File: src/rtl/fifo_arb_pkg.sv
// Shared types for the fifo push arbiter: sequencer states and flush mode encodings.
package fifo_arb_pkg;
  typedef enum logic [1:0] {INIT, RUN, DISCARD, DRAIN} arb_state_e;
  localparam logic FLUSH_DISCARD = 1'b0;
  localparam logic FLUSH_DRAIN   = 1'b1;
endpackage

File: src/rtl/rr_arbiter.sv
// Combinational round-robin arbiter: first requester at or above ptr_i (with wrap) wins.
module rr_arbiter #(
  parameter int NUM_REQ = 4,
  localparam int IW = $clog2(NUM_REQ)
) (
  input  logic [NUM_REQ-1:0] req_i,
  input  logic [IW-1:0]      ptr_i,
  output logic [NUM_REQ-1:0] gnt_o,
  output logic [IW-1:0]      idx_o
);
  logic [IW:0] cand;
  logic        found;

  // Wrap by compare so non-power-of-2 NUM_REQ never selects a phantom index.
  always_comb begin
    cand  = '0;
    found = 1'b0;
    idx_o = '0;
    for (int k = 0; k < NUM_REQ; k++) begin
      cand = {1'b0, ptr_i} + (IW+1)'(k);
      if (cand >= (IW+1)'(NUM_REQ)) cand = cand - (IW+1)'(NUM_REQ);
      if (!found && req_i[cand[IW-1:0]]) begin
        found = 1'b1;
        idx_o = cand[IW-1:0];
      end
    end
    gnt_o = found ? (NUM_REQ'(1) << idx_o) : '0;
  end
endmodule

File: src/rtl/fifo_push_arb.sv
// Round-robin push arbiter, occupancy tracker and flush sequencer for one shared fifo.
// Optional per-requester stall counters: define FIFO_PUSH_ARB_PERF_CNT_EN.
module fifo_push_arb
  import fifo_arb_pkg::*;
#(
  parameter int NUM_REQ    = 4,
  parameter int DATA_WIDTH = 128,
  parameter int DEPTH      = 8,
  localparam int IW = $clog2(NUM_REQ),
  localparam int OW = $clog2(DEPTH)
) (
  input  logic                          clk,
  input  logic                          rst,
  input  logic [NUM_REQ-1:0]            req_valid,
  input  logic [NUM_REQ*DATA_WIDTH-1:0] req_data,
  output logic [NUM_REQ-1:0]            req_ready,
  input  logic                          flush_req,
  input  logic                          flush_mode,
  output logic                          flush_done,
  output logic                          fifo_push,
  output logic [DATA_WIDTH-1:0]         fifo_push_data,
  output logic                          fifo_reset,
  input  logic                          fifo_pop,
  input  logic                          fifo_full,
  input  logic                          fifo_empty,
  output logic [OW-1:0]                 occupancy
`ifdef FIFO_PUSH_ARB_PERF_CNT_EN
  ,
  output logic [NUM_REQ*32-1:0]         stall_cnt
`endif
);
  arb_state_e state_q, state_d;
  logic [IW-1:0] rr_ptr_q, rr_ptr_d;
  logic [OW-1:0] occ_q, occ_d;
  logic          done_q, done_d;

  logic [NUM_REQ-1:0]                 gnt;
  logic [IW-1:0]                      gnt_idx;
  logic [NUM_REQ-1:0][DATA_WIDTH-1:0] req_data_a;
  logic                               can_push, pop_eff;

  rr_arbiter #(.NUM_REQ(NUM_REQ)) u_arb (
    .req_i (req_valid),
    .ptr_i (rr_ptr_q),
    .gnt_o (gnt),
    .idx_o (gnt_idx)
  );

  // flush_req gates ready in the same cycle so no push races the flush.
  assign can_push       = (state_q == RUN) && !fifo_full && !flush_req;
  assign req_ready      = can_push ? gnt : '0;
  assign fifo_push      = |(req_valid & req_ready);
  assign req_data_a     = req_data;
  assign fifo_push_data = fifo_push ? req_data_a[gnt_idx] : '0;
  assign pop_eff        = fifo_pop && !fifo_empty;
  assign occupancy      = occ_q;
  assign flush_done     = done_q;

  always_comb begin
    state_d    = state_q;
    rr_ptr_d   = rr_ptr_q;
    occ_d      = occ_q;
    done_d     = 1'b0;
    fifo_reset = 1'b0;
    if (fifo_push)
      rr_ptr_d = (gnt_idx == IW'(NUM_REQ-1)) ? '0 : gnt_idx + IW'(1);
    case (state_q)
      INIT: begin
        fifo_reset = 1'b1;
        occ_d      = '0;
        state_d    = RUN;
      end
      RUN: begin
        occ_d = occ_q + OW'(fifo_push) - OW'(pop_eff);
        if (flush_req) begin
          case (flush_mode)
            FLUSH_DISCARD: state_d = DISCARD;
            FLUSH_DRAIN:   state_d = DRAIN;
          endcase
        end
      end
      DISCARD: begin
        fifo_reset = 1'b1;
        occ_d      = '0;
        done_d     = 1'b1;
        state_d    = RUN;
      end
      DRAIN: begin
        if (occ_q == '0) begin
          done_d  = 1'b1;
          state_d = RUN;
        end else begin
          occ_d = occ_q - OW'(pop_eff);
        end
      end
    endcase
  end

  always_ff @(posedge clk or negedge rst) begin
    if (!rst) begin
      state_q  <= INIT;
      rr_ptr_q <= '0;
      occ_q    <= '0;
      done_q   <= 1'b0;
    end else begin
      state_q  <= state_d;
      rr_ptr_q <= rr_ptr_d;
      occ_q    <= occ_d;
      done_q   <= done_d;
    end
  end

`ifdef FIFO_PUSH_ARB_PERF_CNT_EN
  logic [31:0] stall_q [NUM_REQ];

  for (genvar i = 0; i < NUM_REQ; i++) begin : g_stall
    always_ff @(posedge clk or negedge rst) begin
      if (!rst)
        stall_q[i] <= '0;
      else if (state_q == RUN && req_valid[i] && !req_ready[i] && stall_q[i] != '1)
        stall_q[i] <= stall_q[i] + 32'd1;
    end
    assign stall_cnt[i*32 +: 32] = stall_q[i];
  end
`endif
endmodule

File: config.mk
export PLATFORM = sky130hd
export DESIGN_NAME = fifo_push_arb
export DESIGN_NICKNAME = d
export VERILOG_FILES = /design/src/rtl/fifo_arb_pkg.sv /design/src/rtl/rr_arbiter.sv /design/src/rtl/fifo_push_arb.sv
export SDC_FILE = /design/constraint.sdc
export NUM_CORES = 1
export LEC_CHECK = 0
export ABC_AREA = 1
export ABC_CLOCK_PERIOD_IN_PS = 3100
export BUFFER_PORTS_ARGS = -buffer_cell sky130_fd_sc_hd__buf_4
export CAP_MARGIN = 20
export CORE_AREA = 3 3 257 259
export CTS_BUF_LIST = sky130_fd_sc_hd__clkbuf_4 sky130_fd_sc_hd__clkbuf_8
export DETAILED_ROUTE_END_ITERATION = 8
export DIE_AREA = 0 0 260 262
export GPL_TIMING_DRIVEN = 0
export PLACE_DENSITY_LB_ADDON = 0.3
export SLEW_MARGIN = 20
export SYNTH_ARGS = -nofsm -noshare
export SYNTH_HDL_FRONTEND = slang
export SYNTH_SLANG_ARGS = --single-unit
File: constraint.sdc
create_clock -name clk -period 3.1 [get_ports clk]
set_input_delay 0.62 -clock clk [delete_from_list [all_inputs] [get_ports clk]]
set_output_delay 0.62 -clock clk [all_outputs]
set_load 0.03 [all_outputs]
=== Yosys cells after proc, flatten, opt, wreduce, memory -nomap -nowiden ===
Index checks and enable logic that the tools add are counted.

* $add $sub $neg: 11
* $lt $le $gt $ge: 9
* Equal/unequal tests: 7
* Shifts and indexed selects: 1
* Mux-type cells: 35
* Bitwise gates (word level): 2
* Reduce and logical (&&, ||, !) cells: 17

{| class="wikitable"
|+ Operator list
! cell !! number
|-
| 128-bit binary-select mux with 2-bit select || 1
|-
| 128-bit 2-to-1 mux || 2
|-
| 2-bit 2-to-1 mux || 11
|-
| 2-bit by 3-bit < comparator with 1-bit output, second input constant || 5
|-
| 1-bit 2-to-1 mux || 10
|-
| 3-bit greater-or-equal comparator, second input constant || 3
|-
| 3-bit one-hot mux with 3 select lines || 1
|-
| 1-bit binary-select mux with 2-bit select || 4
|-
| 4-bit 2-to-1 mux || 2
|-
| 2-bit by 1-bit subtractor with 2-bit output, second input constant || 4
|-
| 2-bit by 2-bit adder with 3-bit output, second input constant || 2
|-
| 2-bit equality test, second input constant || 3
|-
| 1-bit logical AND || 6
|-
| 1-bit zero test || 6
|-
| 2-bit != test, second input constant || 3
|-
| 2-bit one-hot mux with 3 select lines || 1
|-
| 3-bit by 1-bit subtractor with 3-bit output || 2
|-
| 4-bit AND || 1
|-
| 2-bit one-hot mux with 2 select lines || 1
|-
| 4-bit OR reduction || 1
|-
| 1-bit by 2-bit left shift with 4-bit output, first input constant || 1
|-
| 2-bit by 1-bit adder with 3-bit output, second input constant || 1
|-
| 3-bit by 1-bit adder with 3-bit output || 1
|-
| 2-bit by 3-bit greater-or-equal comparator with 1-bit output, second input constant || 1
|-
| other kinds (9) || 9
|}

* Bits in registers: 8
* Output and inout bits: 138
* Logic and storage cells: 86

=== Depth between registers and ports, before layout ===
Gate-level depths: netlist of run 1.

* Depth after elaboration: 22
* Gate-level depth with buffers: 25

=== Cells and area by module ===
From an unflattened synthesis of run 1, not the netlist that was laid out.

* Cell total of the unflattened synthesis: 1149
* Area total of the unflattened synthesis: 5552.8 µm²

{| class="wikitable"
|+ Modules (own cells, without submodules)
! module !! times used !! cells each !! area an instance (µm²)
|-
| fifo_push_arb || 1 || 1074 || 5242.5
|-
| rr_arbiter || 1 || 75 || 310.3
|}

=== Least setup slack after synthesis of run 1 ===
OpenSTA, ideal clock, no wires.

* Path kind: input to register
* Start point: in req_valid[1]
* End point: reg occ_q[2] (netlist: occupancy[2])
* Library setup time: 0.077 ns
* Arrival time: 3.602 ns
* Data required time: 3.023 ns
* Path slack: -0.580 ns
* Cell stages on the path: 23
* Path through: inv_1 > nand2_1 > nand3_1 > nand2_1 > inv_1 > nand2_1 > nand2_2 > nand3_2 > buf_4 > buf_2 > inv_1 > ha_1 > inv_1 > nor2_2 > nand2_1 > nand3_2 > buf_2 > ha_1 > inv_1 > fa_1 > xnor2_1 > nand2_1 > a21oi_1

* Longest elaborated chain between the ends: 20
* Elaborated cells between the ends (all ways): 30

{| class="wikitable"
|+ RTL lines
! what !! RTL line !! text
|-
| from (decl) || fifo_push_arb.sv:14 || <nowiki>input logic [NUM_REQ-1:0] req_valid,</nowiki>
|-
| 1-bit binary-select mux with 2-bit select || rr_arbiter.sv:22 || <nowiki>if (!found && req_i[cand[IW-1:0]]) begin</nowiki>
|-
| 1-bit 2-to-1 mux (implied by the code) || rr_arbiter.sv:22 ||
|-
| 1-bit 2-to-1 mux || rr_arbiter.sv:22 ||
|-
| 1-bit zero test || rr_arbiter.sv:22 ||
|-
| 1-bit logical AND || rr_arbiter.sv:22 ||
|-
| 1-bit 2-to-1 mux || rr_arbiter.sv:22 ||
|-
| 1-bit zero test || rr_arbiter.sv:22 ||
|-
| 1-bit logical AND || rr_arbiter.sv:22 ||
|-
| [... 6 more ...] || - ||
|-
| 4-bit 2-to-1 mux (*) || fifo_push_arb.sv:51 || <nowiki>assign req_ready = can_push ? gnt : '0;</nowiki>
|-
| named net req_ready[3] || fifo_push_arb.sv:16 || <nowiki>output logic [NUM_REQ-1:0] req_ready,</nowiki>
|-
| 4-bit AND (*) || fifo_push_arb.sv:52 || <nowiki>assign fifo_push = |(req_valid & req_ready);</nowiki>
|-
| 4-bit OR reduction (*) || fifo_push_arb.sv:52 ||
|-
| named net fifo_push || fifo_push_arb.sv:20 || <nowiki>output logic fifo_push,</nowiki>
|-
| 3-bit by 1-bit adder with 3-bit output (*) || fifo_push_arb.sv:74 || <nowiki>occ_d = occ_q + OW'(fifo_push) - OW'(pop_eff);</nowiki>
|-
| 3-bit by 1-bit subtractor with 3-bit output (*) || fifo_push_arb.sv:74 ||
|-
| 3-bit one-hot mux with 3 select lines (*) || fifo_push_arb.sv:67 || <nowiki>case (state_q)</nowiki>
|-
| to (signal assigned) || fifo_push_arb.sv:103 || <nowiki>occ_q <= '0;</nowiki>
|-
| to (signal assigned) || fifo_push_arb.sv:108 || <nowiki>occ_q <= occ_d;</nowiki>
|-
| to (decl) || fifo_push_arb.sv:34 || <nowiki>logic [OW-1:0] occ_q, occ_d;</nowiki>
|}

Mark *: on every way through the listed nets, which the timed path passes. The rest lies on a longest branch. The select of a mux whose other input is x is not followed.
A chain may end at the register's enable or synchronous reset.

=== Worst setup path after layout of run 1 ===
* Start point: reg rr_ptr_q[0]
* End point: out fifo_push_data[28]

* Longest elaborated chain between the ends: 20
* Elaborated cells between the ends (all ways): 45

{| class="wikitable"
|+ RTL lines
! what !! RTL line !! text
|-
| from (decl) || fifo_push_arb.sv:33 || <nowiki>logic [IW-1:0] rr_ptr_q, rr_ptr_d;</nowiki>
|-
| from (signal assigned) || fifo_push_arb.sv:107 || <nowiki>rr_ptr_q <= rr_ptr_d;</nowiki>
|-
| parallel branches: the longest is 19 deep, another holds 2-bit by 1-bit adder with 3-bit output || - ||
|-
| 128-bit 2-to-1 mux (*) || fifo_push_arb.sv:54 || <nowiki>assign fifo_push_data = fifo_push ? req_data_a[gnt_idx] : '0;</nowiki>
|-
| to (decl) || fifo_push_arb.sv:21 || <nowiki>output logic [DATA_WIDTH-1:0] fifo_push_data,</nowiki>
|}

Every way passes the cells marked *. The select of a mux whose other input is x is not followed.

==> summary.txt, run 1 <==
outcome: finished, violations left
failing checks: setup timing
final setup margin: -0.3816 ns
vias post-DR: 14,090
Tmin final: 3.482 ns
Max Fanout on Critical Path: 10
peak supply drop: 0.5709 mV
clk sinks: 8
gp weighted congestion: 0.9792
DRT iter0 DRCs: 932
DP Cell Count: 3,336
max frequency: 287.2 MHz
final std cells w/o fill: 3,378
skew final: 0.001056 ns
pwr dens: 1279 nW/µm²
global route overflow: 0
num ports: 661
Layout Utilization: 0.2466
row cnt: 93
RSZ-0062 raised after global routing: yes
Core Area: 64,120 µm²
most common cell after layout, fill and taps aside: nand2_1
Fillers: 7,603
Yosys cell types: 25
Sw Ratio: 0.6520
initial core utilization: 0.1272
Sw Pwr: 13.19 mW
critical path type: flip-flop to primary output
Area Overhead vs Synth: 93.85%
Final ANT Viol Nets: 0
drt first pass iters: 5
global-route wire length before repair: 90.68 mm
sequential area share after synthesis: 0.02455
Post-Syn Nets: 2,350
WL final: 66.20 mm
Hold/Removal Path Class: primary input to asynchronous set/reset pin
Die Ht: 262 µm
reg2reg path depth: 24
Die ar.: 68,120 µm²
Slew headroom: 0.5695
Num CTS Buffers: 3
slowest CP cell: dfrtp_1
Power Total: 20.22 mW
layout cells sized above 1: 0.4274
Slew Viols, Final: 0
worst skew pair latency: 0.23 ns
final setup vio count: 131
vias in the first global route: 13,520
Reg clk slew, reported paths: 0.04 ns
clock group share of total power: 0.006
setup TNS: -39.48 ns
DP HPWL: 54.44 mm
Worst-Margin Slew: 0.6408 ns
crit share post-route: 1.123
CP delay by family, top: simple AND/OR/NAND/NOR gates
clk buf depth: 2
hold-fix buffers at CTS: 0
CP required: 2.48 ns
Total Nets Final: 3,051
Largest stage delay, worst path: 0.35 ns
#FFs+latches synth: 8
Critical Path Sink Type: primary output
Synth Instances: 1,821
Int Power: 7.037 mW
YS warnings: 0
CTS tree: yes
design area: 15,810 µm²
most frequent cells in the layout: 734 x nand2_1, 609 x buf_4, 271 x inv_1
FF-to-FF End: occupancy[2]$_DFFE_PN0N_
worst r2r src: rr_ptr_q[1]$_DFFE_PN0P_
Vias/cell: 4.171
Chip Width: 260 µm
Worst EP arrival: 2.86 ns
FF-to-FF setup slack: -0.16 ns
H-Tree Depth: 1
MaxCap Viol Count: 0
number of remaining DRC errors: 0
average cell area after synthesis: 4.478 µm²
I/O Buffers: 660
pin count of the biggest net entering global routing: 12
Pleak: 9.945 nW
Mapped Area: 8155 µm²
initial antenna violation count: 6
WL per Instance: 19.60 µm
Post-DP Area: 14,320 µm²
Critical Path Source Type: flip-flop
CP cell instances: buf_6 > clkinv_8 > nand2_2 > nand2_2 > nor2_1 > nor2_2 > nand3_4 > buf_4 > buf_4 > nand4_1 > nand2_1 > nand2_1 > nand2_1 > nand2_2 > inv_2 > buf_4
final hold vios: 0
Clock Tree Root: clkbuf_8
power share of the combinational group: 0.984
total track usage: 0.1787
sequential power share: 0.010
Buf/Inv on CP: 6
[repair_timing]
item	in CTS	in global routing
gates cloned	5	3
setup endpoints to repair	132	132
setup buffers	17	14
gates resized for setup	211	127
pin swaps	5	21
[metrics by stage]
| stage | hold WS (ns) | setup slack [ns] |
|---|---|---|
| finish | 0.2088 | -0.3816 |
| global route | 0.2070 | -0.4991 |
| CTS | 0.2056 | -0.4201 |
| detailed placement | 0.4475 | -1.062 |
| global placement | 0.4482 | -1.094 |
| floorplan | 0.3244 | -0.06181 |
[final cells by class]
| type | instances | area [µm²] | area share |
|---|---|---|---|
| diodes | 3 | 7.507 | 0.0004749 |
| plain buffers | 155 | 1119 | 0.07076 |
| clock buffers | 3 | 41.29 | 0.002612 |
| inverters | 411 | 1585 | 0.1003 |
| multi-input cells | 1247 | 6055 | 0.3830 |
| flip-flops and latches | 8 | 201.4 | 0.01274 |
| well taps | 855 | 1070 | 0.06767 |
| repair buffers | 695 | 5722 | 0.3619 |
| repair inverters | 1 | 8.758 | 0.0005540 |
[power groups by stage]
stage	Combinational, mW	Sequential [mW]	Clock (mW)
2_1_floorplan	11.0	0.226	0
3_3_place_gp	17.7	0.197	0
3_5_place_dp	17.7	0.197	0
4_1_cts	19.2	0.202	0.127
5_1_grt	21.8	0.210	0.131
6_report	19.9	0.204	0.123
[registers in the layout (all words and copies together) (netlist names)]
register / flops
flush_done: 1
state_q: 2
occupancy: 3
rr_ptr_q: 2
[layer usage]
metal / GRT usage / vias to the layer above / wire length [µm]
met2: 0.3018 / 589 / 31290
met3: 0.03103 / 60 / 4684
li1: - / 7003 / -
met1: 0.2409 / 6437 / 29050
met5: 0 / - / 13
met4: 0.02959 / 2 / 1168
[cells in the mapped netlist]
cell type / number / share of area
a21oi_1: 1 / 0.00061
a31oi_1: 1 / 0.00077
and2_1: 1 / 0.00077
buf_1: 11 / 0.0051
buf_2: 87 / 0.053
buf_4: 18 / 0.017
buf_6: 2 / 0.0028
clkbuf_1: 37 / 0.017
dfrtp_1: 8 / 0.025
fa_1: 1 / 0.0025
ha_1: 5 / 0.0077
inv_1: 365 / 0.17
inv_2: 45 / 0.021
inv_6: 1 / 0.0011
nand2_1: 815 / 0.38
nand2_2: 3 / 0.0023
nand3_1: 136 / 0.083
nand3_2: 5 / 0.0061
nand4_1: 258 / 0.20
nor2_1: 8 / 0.0037
nor2_2: 2 / 0.0015
nor3_1: 2 / 0.0012
o21ai_0: 4 / 0.0025
or2_2: 2 / 0.0015
xnor2_1: 3 / 0.0032
[worst max path at each step]
stage / cells past startpoint / slack, ns / start / end
floorplan: 21 / -0.06 / req_valid[0] / fifo_push_data[100]
CTS: 24 / -0.42 / rr_ptr_q[0]$_DFFE_PN0P_ / fifo_push_data[67]
detailed placement: 16 / -1.06 / req_valid[1] / fifo_push_data[91]
finish: 16 / -0.38 / rr_ptr_q[0]$_DFFE_PN0P_ / fifo_push_data[28]
global route: 22 / -0.50 / rr_ptr_q[1]$_DFFE_PN0P_ / fifo_push_data[84]
global placement: 16 / -1.09 / req_valid[1] / fifo_push_data[91]
[cells by family (layout without fill, tap and decap cells)]
| group | Yosys count | after routing | synth area share |
|---|---|---|---|
| XOR/XNOR | 3 | 3 | 0.003222 |
| other | 0 | 3 | 0 |
| AO/OA/AOI/OAI | 6 | 6 | 0.003836 |
| buffers and inverters | 566 | 1265 | 0.2846 |
| flip-flops | 8 | 8 | 0.02455 |
| adder cells (fa/ha/maj) | 6 | 6 | 0.01013 |
| AND/OR/NAND/NOR | 1232 | 1232 | 0.6737 |
Note: power is estimated with default switching activity, not from simulation.
==> run 2, diff against run 1 <==
--- a/config.mk
+++ b/config.mk
@@ -5,14 +5,14 @@
 export SDC_FILE = /design/constraint.sdc
 export NUM_CORES = 1
 export LEC_CHECK = 0
-export ABC_AREA = 1
+export ABC_AREA = 0
 export ABC_CLOCK_PERIOD_IN_PS = 3100
 export BUFFER_PORTS_ARGS = -buffer_cell sky130_fd_sc_hd__buf_4
 export CAP_MARGIN = 20
-export CORE_AREA = 3 3 257 259
+export CORE_AREA = 3 3 253 255
 export CTS_BUF_LIST = sky130_fd_sc_hd__clkbuf_4 sky130_fd_sc_hd__clkbuf_8
 export DETAILED_ROUTE_END_ITERATION = 8
-export DIE_AREA = 0 0 260 262
+export DIE_AREA = 0 0 256 258
 export GPL_TIMING_DRIVEN = 0
 export PLACE_DENSITY_LB_ADDON = 0.3
 export SLEW_MARGIN = 20
==> summary.txt, run 2 <==
row cnt: 91
total track usage: 0.1407
#FFs+latches synth: 8
top routing layer in use: met4
final hold vios: 0
peak supply drop: 0.1721 mV
Power Total: 5.967 mW
Fin Hold WS: 0.2037 ns
Num CTS Buffers: 3
WL per Instance: 21.45 µm
fraction of registers with async set or reset after synthesis: 1.000
Chip Width: 256 µm
simple-gate area share of the yosys netlist: 0.1507
Fillers: 7,116
post-synthesis adder-cell area fraction: 0.01582
Clock Tree Root: clkbuf_8
clk buf depth: 2
num ports: 661
CP required: 2.48 ns
layout cells sized above 1: 0.5185
clk sinks: 8
XOR/XNOR Fraction of Synth Area: 0.003355
area leader, netlist: a22o_1
most frequent cells in the layout: 553 x buf_4, 132 x a21oi_1, 128 x a22o_1, 128 x nand3_1, 127 x buf_6
worst skew pair latency: 0.23 ns
Yosys top cell area share: 0.2147
Max Fanout on Critical Path: 8
commonest cells in the netlist: 134 x a21oi_1, 131 x o21ai_0, 130 x o21a_1, 128 x a22o_1, 128 x nand3_1
outcome: finished, violations left
final setup margin: -0.1902 ns
average cell area after synthesis: 6.283 µm²
Critical Path Source Type: flip-flop
main flop type after synthesis: dfrtp_1
gp weighted congestion: 0.9909
pin count of the biggest net entering global routing: 13
vias in the first global route: 10,190
skew final: 0.002088 ns
Area Overhead vs Synth: 136.6%
Final ANT Viol Nets: 0
CTS tree: yes
vias post-DR: 9,788
initial core utilization: 0.08445
Mapped Area: 5221 µm²
global route overflow: 0
FF-to-FF setup slack: -0.05 ns
global-route wire length before repair: 70.21 mm
most common cell after layout, fill and taps aside: buf_4
design area: 12,350 µm²
area of the multi-input gates: 4621 µm²
Synth Instances: 831
Die Ht: 258 µm
failing checks: setup timing
Vias/cell: 4.165
initial antenna violation count: 6
critical path type: flip-flop to primary output
Worst EP arrival: 2.67 ns
Compound-Gate Fraction of Synth Area: 0.6755
WL final: 50.42 mm
Reg clk slew, reported paths: 0.04 ns
final setup vio count: 129
DP HPWL: 41.47 mm
Slew Viols, Final: 0
routed wl met2: 26.62 mm
Total Nets Final: 2,043
H-Tree Depth: 1
number of flops mapped to enable cells by yosys: 0
FF/Latch Area: 202.7 µm²
Slew headroom: 0.5706
Pleak: 5.525 nW
sequential area share after synthesis: 0.03834
Worst-Margin Slew: 0.6441 ns
Post-Syn Nets: 1,360
MaxCap Viol Count: 0
largest family of logic cells by synthesized area: compound AO/OA/AOI/OAI gates
Synth area leaders: a22o_1 21%, o21a_1 19%, a21oi_1 13%
max frequency: 303.9 MHz
Die ar.: 66,050 µm²
RSZ-0062 raised after global routing: yes
max reg flops: 3
pwr dens: 483.0 nW/µm²
crit share post-route: 1.061
DR WL met3: 3.661 mm
Core Area: 61,830 µm²
number of remaining DRC errors: 0
most frequent cell after synthesis: a21oi_1
Metal-1 WL: 18.86 mm
I/O Buffers: 660
drt first pass iters: 5
Hold/Removal Path Class: primary input to asynchronous set/reset pin
YS warnings: 0
mux share of post-synthesis cell area: 0.004074
Yosys cell types: 37
Tmin final: 3.290 ns
Critical Path Sink Type: primary output
DRT iter0 DRCs: 643
Post-DP Area: 11,280 µm²
run 2: cell types whose count changed after synthesis, sizes merged, moves of 3 or more:
cell	before	now
nand4	258	0
a22o	0	128
clkbuf	37	74
nand2	818	2
inv	411	10
nand2b	0	6
o21a	0	130
nor2b	0	3
o21ai	4	132
a21oi	1	135
buf	118	39
nand3	141	128
run 2: worst max-delay path, stage by stage (launching register included):
cell and delay (ns):
dfrtp_2 0.44, and2_4 0.19, o211a_4 0.19, buf_12 0.12, buf_8 0.10, nor2_4 0.03
ha_4 0.15, a211o_1 0.30, a21o_4 0.27, buf_16 0.19, buf_8 0.15, o21a_1 0.13
buf_6 0.15
run 2: path summary, 6_finish.rpt:
kind                            depth (start not counted)                  endpoint                    start
worst max-delay path                                   12        fifo_push_data[49]  rr_ptr_q[1]$_DFFE_PN0P_
worst min-delay path                                    1    state_q[0]$_DFFE_PN0P_                      rst
worst max register to register                         18  occupancy[2]$_DFFE_PN0N_  rr_ptr_q[1]$_DFFE_PN0P_
worst min register to register                          2    state_q[1]$_DFFE_PN0P_   state_q[1]$_DFFE_PN0P_
max in group asynchronous                               1   rr_ptr_q[0]$_DFFE_PN0P_                      rst
min in group clk                                        2    state_q[1]$_DFFE_PN0P_   state_q[1]$_DFFE_PN0P_
run 2: final cells by class:
type,count,area share
inverter,10,0.003039
timing repair buffer,679,0.4596
sequential,8,0.01641
buffer,112,0.05854
multi-input combinational,700,0.3741
tap,837,0.08478
antenna,1,0.0002026
clock buffer,3,0.003342
run 2: cells by family after synthesis:
group,count (synthesis)
simple gates,155
fa+ha+maj,6
xor+xnor,2
buf+inv,123
compound gates,535
mux,2
flops,8
run 2: metal layers:
metal / global-route usage / vias up
li1: - / 4560
met1: 0.1567 / 4646
met2: 0.2702 / 548
met3: 0.03001 / 34
met4: 0.03437 / 0
met5: 0 / -
run 2: report_power, final:
group	internal, mW	switching, mW
Clock	0.0844	0.0443
Combinational	2.30	3.32
Sequential	0.152	0.0628
run 2: what timing repair did:
| item | in CTS | in global routing |
|---|---|---|
| pin swaps | 7 | 9 |
| hold buffers | 0 | 0 |
| resized for setup | 189 | 63 |
| cloned | 5 | 1 |
| endpoints found under the setup margin | 131 | 131 |
| setup buffers | 15 | 2 |
run 2: per-stage QoR:
stage | util | setup TNS [ns] | instances | setup WS, ns
final | 0.1998 | -18.48 | 2350 | -0.1902
after CTS | 0.1983 | -23.82 | 2350 | -0.2574
after global placement | 0.1824 | -83.32 | 2328 | -0.7636
after detailed placement | 0.1824 | -87.72 | 2328 | -0.8031
after global routing | 0.1998 | -29.20 | 2350 | -0.2718
after floorplan | - | 0 | 831 | 0.01892
==> run 3, diff against run 2 <==
--- a/config.mk
+++ b/config.mk
@@ -15,7 +15,9 @@
 export DIE_AREA = 0 0 256 258
 export GPL_TIMING_DRIVEN = 0
 export PLACE_DENSITY_LB_ADDON = 0.3
+export SETUP_SLACK_MARGIN = 0.3
 export SLEW_MARGIN = 20
 export SYNTH_ARGS = -nofsm -noshare
 export SYNTH_HDL_FRONTEND = slang
 export SYNTH_SLANG_ARGS = --single-unit
+export TNS_END_PERCENT = 5
==> summary.txt, run 3 (synthesis gave the netlist of run 2 again) <==
DP HPWL: 40.85 mm
vias post-DR: 9,766
layout cells sized above 1: 0.5152
crit share post-route: 1.069
H-Tree Depth: 1
clk sinks: 8
MaxCap Viol Count: 0
design area: 12,350 µm²
Reg clk slew, reported paths: 0.04 ns
slowest CP cell: o211a_4
CP required: 2.48 ns
Critical Path Sink Type: primary output
Final ANT Viol Nets: 0
num ports: 661
Slew headroom: 0.6342
Pleak: 5.504 nW
met3 global-route usage: 0.02530
Fillers: 7,087
clk buf depth: 2
Area Overhead vs Synth: 136.6%
gp weighted congestion: 0.9294
initial antenna violation count: 3
Slew Viols, Final: 0
Buf/Inv on CP: 7
drt first pass iters: 6
Core Area: 61,830 µm²
most common cell after layout, fill and taps aside: buf_4
skew final: 0.0007049 ns
Fin Hold WS: 0.2069 ns
global route overflow: 0
initial core utilization: 0.08445
grt met2 use: 0.2388
CP delay by family, top: buffers and inverters
DRT iter0 DRCs: 625
I/O Buffers: 660
busiest layer in global routing: met2
final hold vios: 0
max reg flops: 3
Hold/Removal Path Class: primary input to asynchronous set/reset pin
WP depth: 14
critical path type: primary input to primary output
pwr dens: 483.8 nW/µm²
Die ar.: 66,050 µm²
Worst EP arrival: 2.70 ns
DP Worst Slack: -0.9622 ns
failing checks: setup timing
CTS tree: yes
Largest stage delay, worst path: 0.26 ns
final setup margin: -0.2152 ns
Max Fanout on Critical Path: 10
most frequent cells in the layout: 552 x buf_4, 129 x a21oi_1, 128 x nand3_1
Total Nets Final: 2,043
CP dominant cell by count: buf_8
worst skew pair latency: 0.23 ns
outcome: finished, violations left
grt met1 use: 0.1776
global-route wire length before repair: 67.02 mm
Die Ht: 258 µm
Tmin final: 3.315 ns
setup TNS: -14.64 ns
Worst-Margin Slew: 0.5487 ns
max frequency: 301.6 MHz
Num CTS Buffers: 3
Clock Tree Root: clkbuf_8
Post-DP Area: 11,290 µm²
final std cells w/o fill: 2,354
WL final: 49.40 mm
DP Cell Count: 2,328
RSZ-0062 raised after global routing: yes
number of remaining DRC errors: 0
peak supply drop: 0.1968 mV
final setup vio count: 129
hold-fix buffers at CTS: 0
vias in the first global route: 9,784
reg2reg path depth: 18
Critical Path Source Type: primary input
Vias/cell: 4.149
WL per Instance: 20.99 µm
pin count of the biggest net entering global routing: 12
total track usage: 0.1360
Chip Width: 256 µm
row cnt: 91
CP cell instances: buf_8 > and2_4 > o211a_4 > buf_12 > buf_8 > nor2_4 > ha_4 > a211o_1 > a21o_4 > buf_12 > buf_16 > buf_8 > o21a_1 > buf_6
## run 3: stage by stage
stage / utilization / power, mW
2_1_floorplan: - / 3.160
4_1_cts: 0.1986 / 6.006
3_5_place_dp: 0.1826 / 5.327
5_1_grt: 0.1996 / 6.428
3_3_place_gp: 0.1826 / 5.300
6_report: 0.1998 / 5.977
## run 3: cell type report
type,count,area (µm²),share of cell area
clock buffers,3,41.29,0.003342
well taps,837,1047,0.08478
repair buffers,678,5657,0.4579
inverters,10,37.54,0.003039
diodes,5,12.51,0.001013
plain buffers,113,749.5,0.06067
flip-flops and latches,8,202.7,0.01641
multi-input cells,700,4606,0.3728
## run 3: path summary, 6_finish.rpt
check                                         from                       end  slack [ns]
min in group clk            state_q[1]$_DFFE_PN0P_    state_q[1]$_DFFE_PN0P_        0.58
hold / removal                                 rst      flush_done$_DFF_PN0_        0.21
hold reg to reg             state_q[1]$_DFFE_PN0P_    state_q[1]$_DFFE_PN0P_        0.58
max in group asynchronous                      rst   rr_ptr_q[1]$_DFFE_PN0P_        2.74
setup / recovery                      req_valid[0]       fifo_push_data[114]       -0.22
setup reg to reg           rr_ptr_q[1]$_DFFE_PN0P_  occupancy[2]$_DFFE_PN0N_       -0.01
## run 3: repair_timing
item / CTS / global route
setup buffers: 15 / 0
cloned: 3 / 0
resized for setup: 203 / 22
pin swaps: 4 / 0
endpoints found under the setup margin: 133 / 132
## run 3: power by group
part	switching, mW	total [mW]	internal, mW	leakage (nW)
combinational	3.33	5.64	2.31	5.39
sequential	0.0604	0.213	0.152	0.0941
clock	0.0431	0.127	0.0843	0.0216
total	3.43	5.98	2.55	5.50
## run 3: per-layer routing
| layer | vias to the layer above | routed length (µm) | share of wire |
|---|---|---|---|
| met1 | 4714 | 21620 | 0.44 |
| met2 | 453 | 24170 | 0.49 |
| met4 | 0 | 531 | 0.011 |
| li1 | 4575 | - | - |
| met3 | 24 | 3082 | 0.062 |
| met5 | - | 0 | 0 |
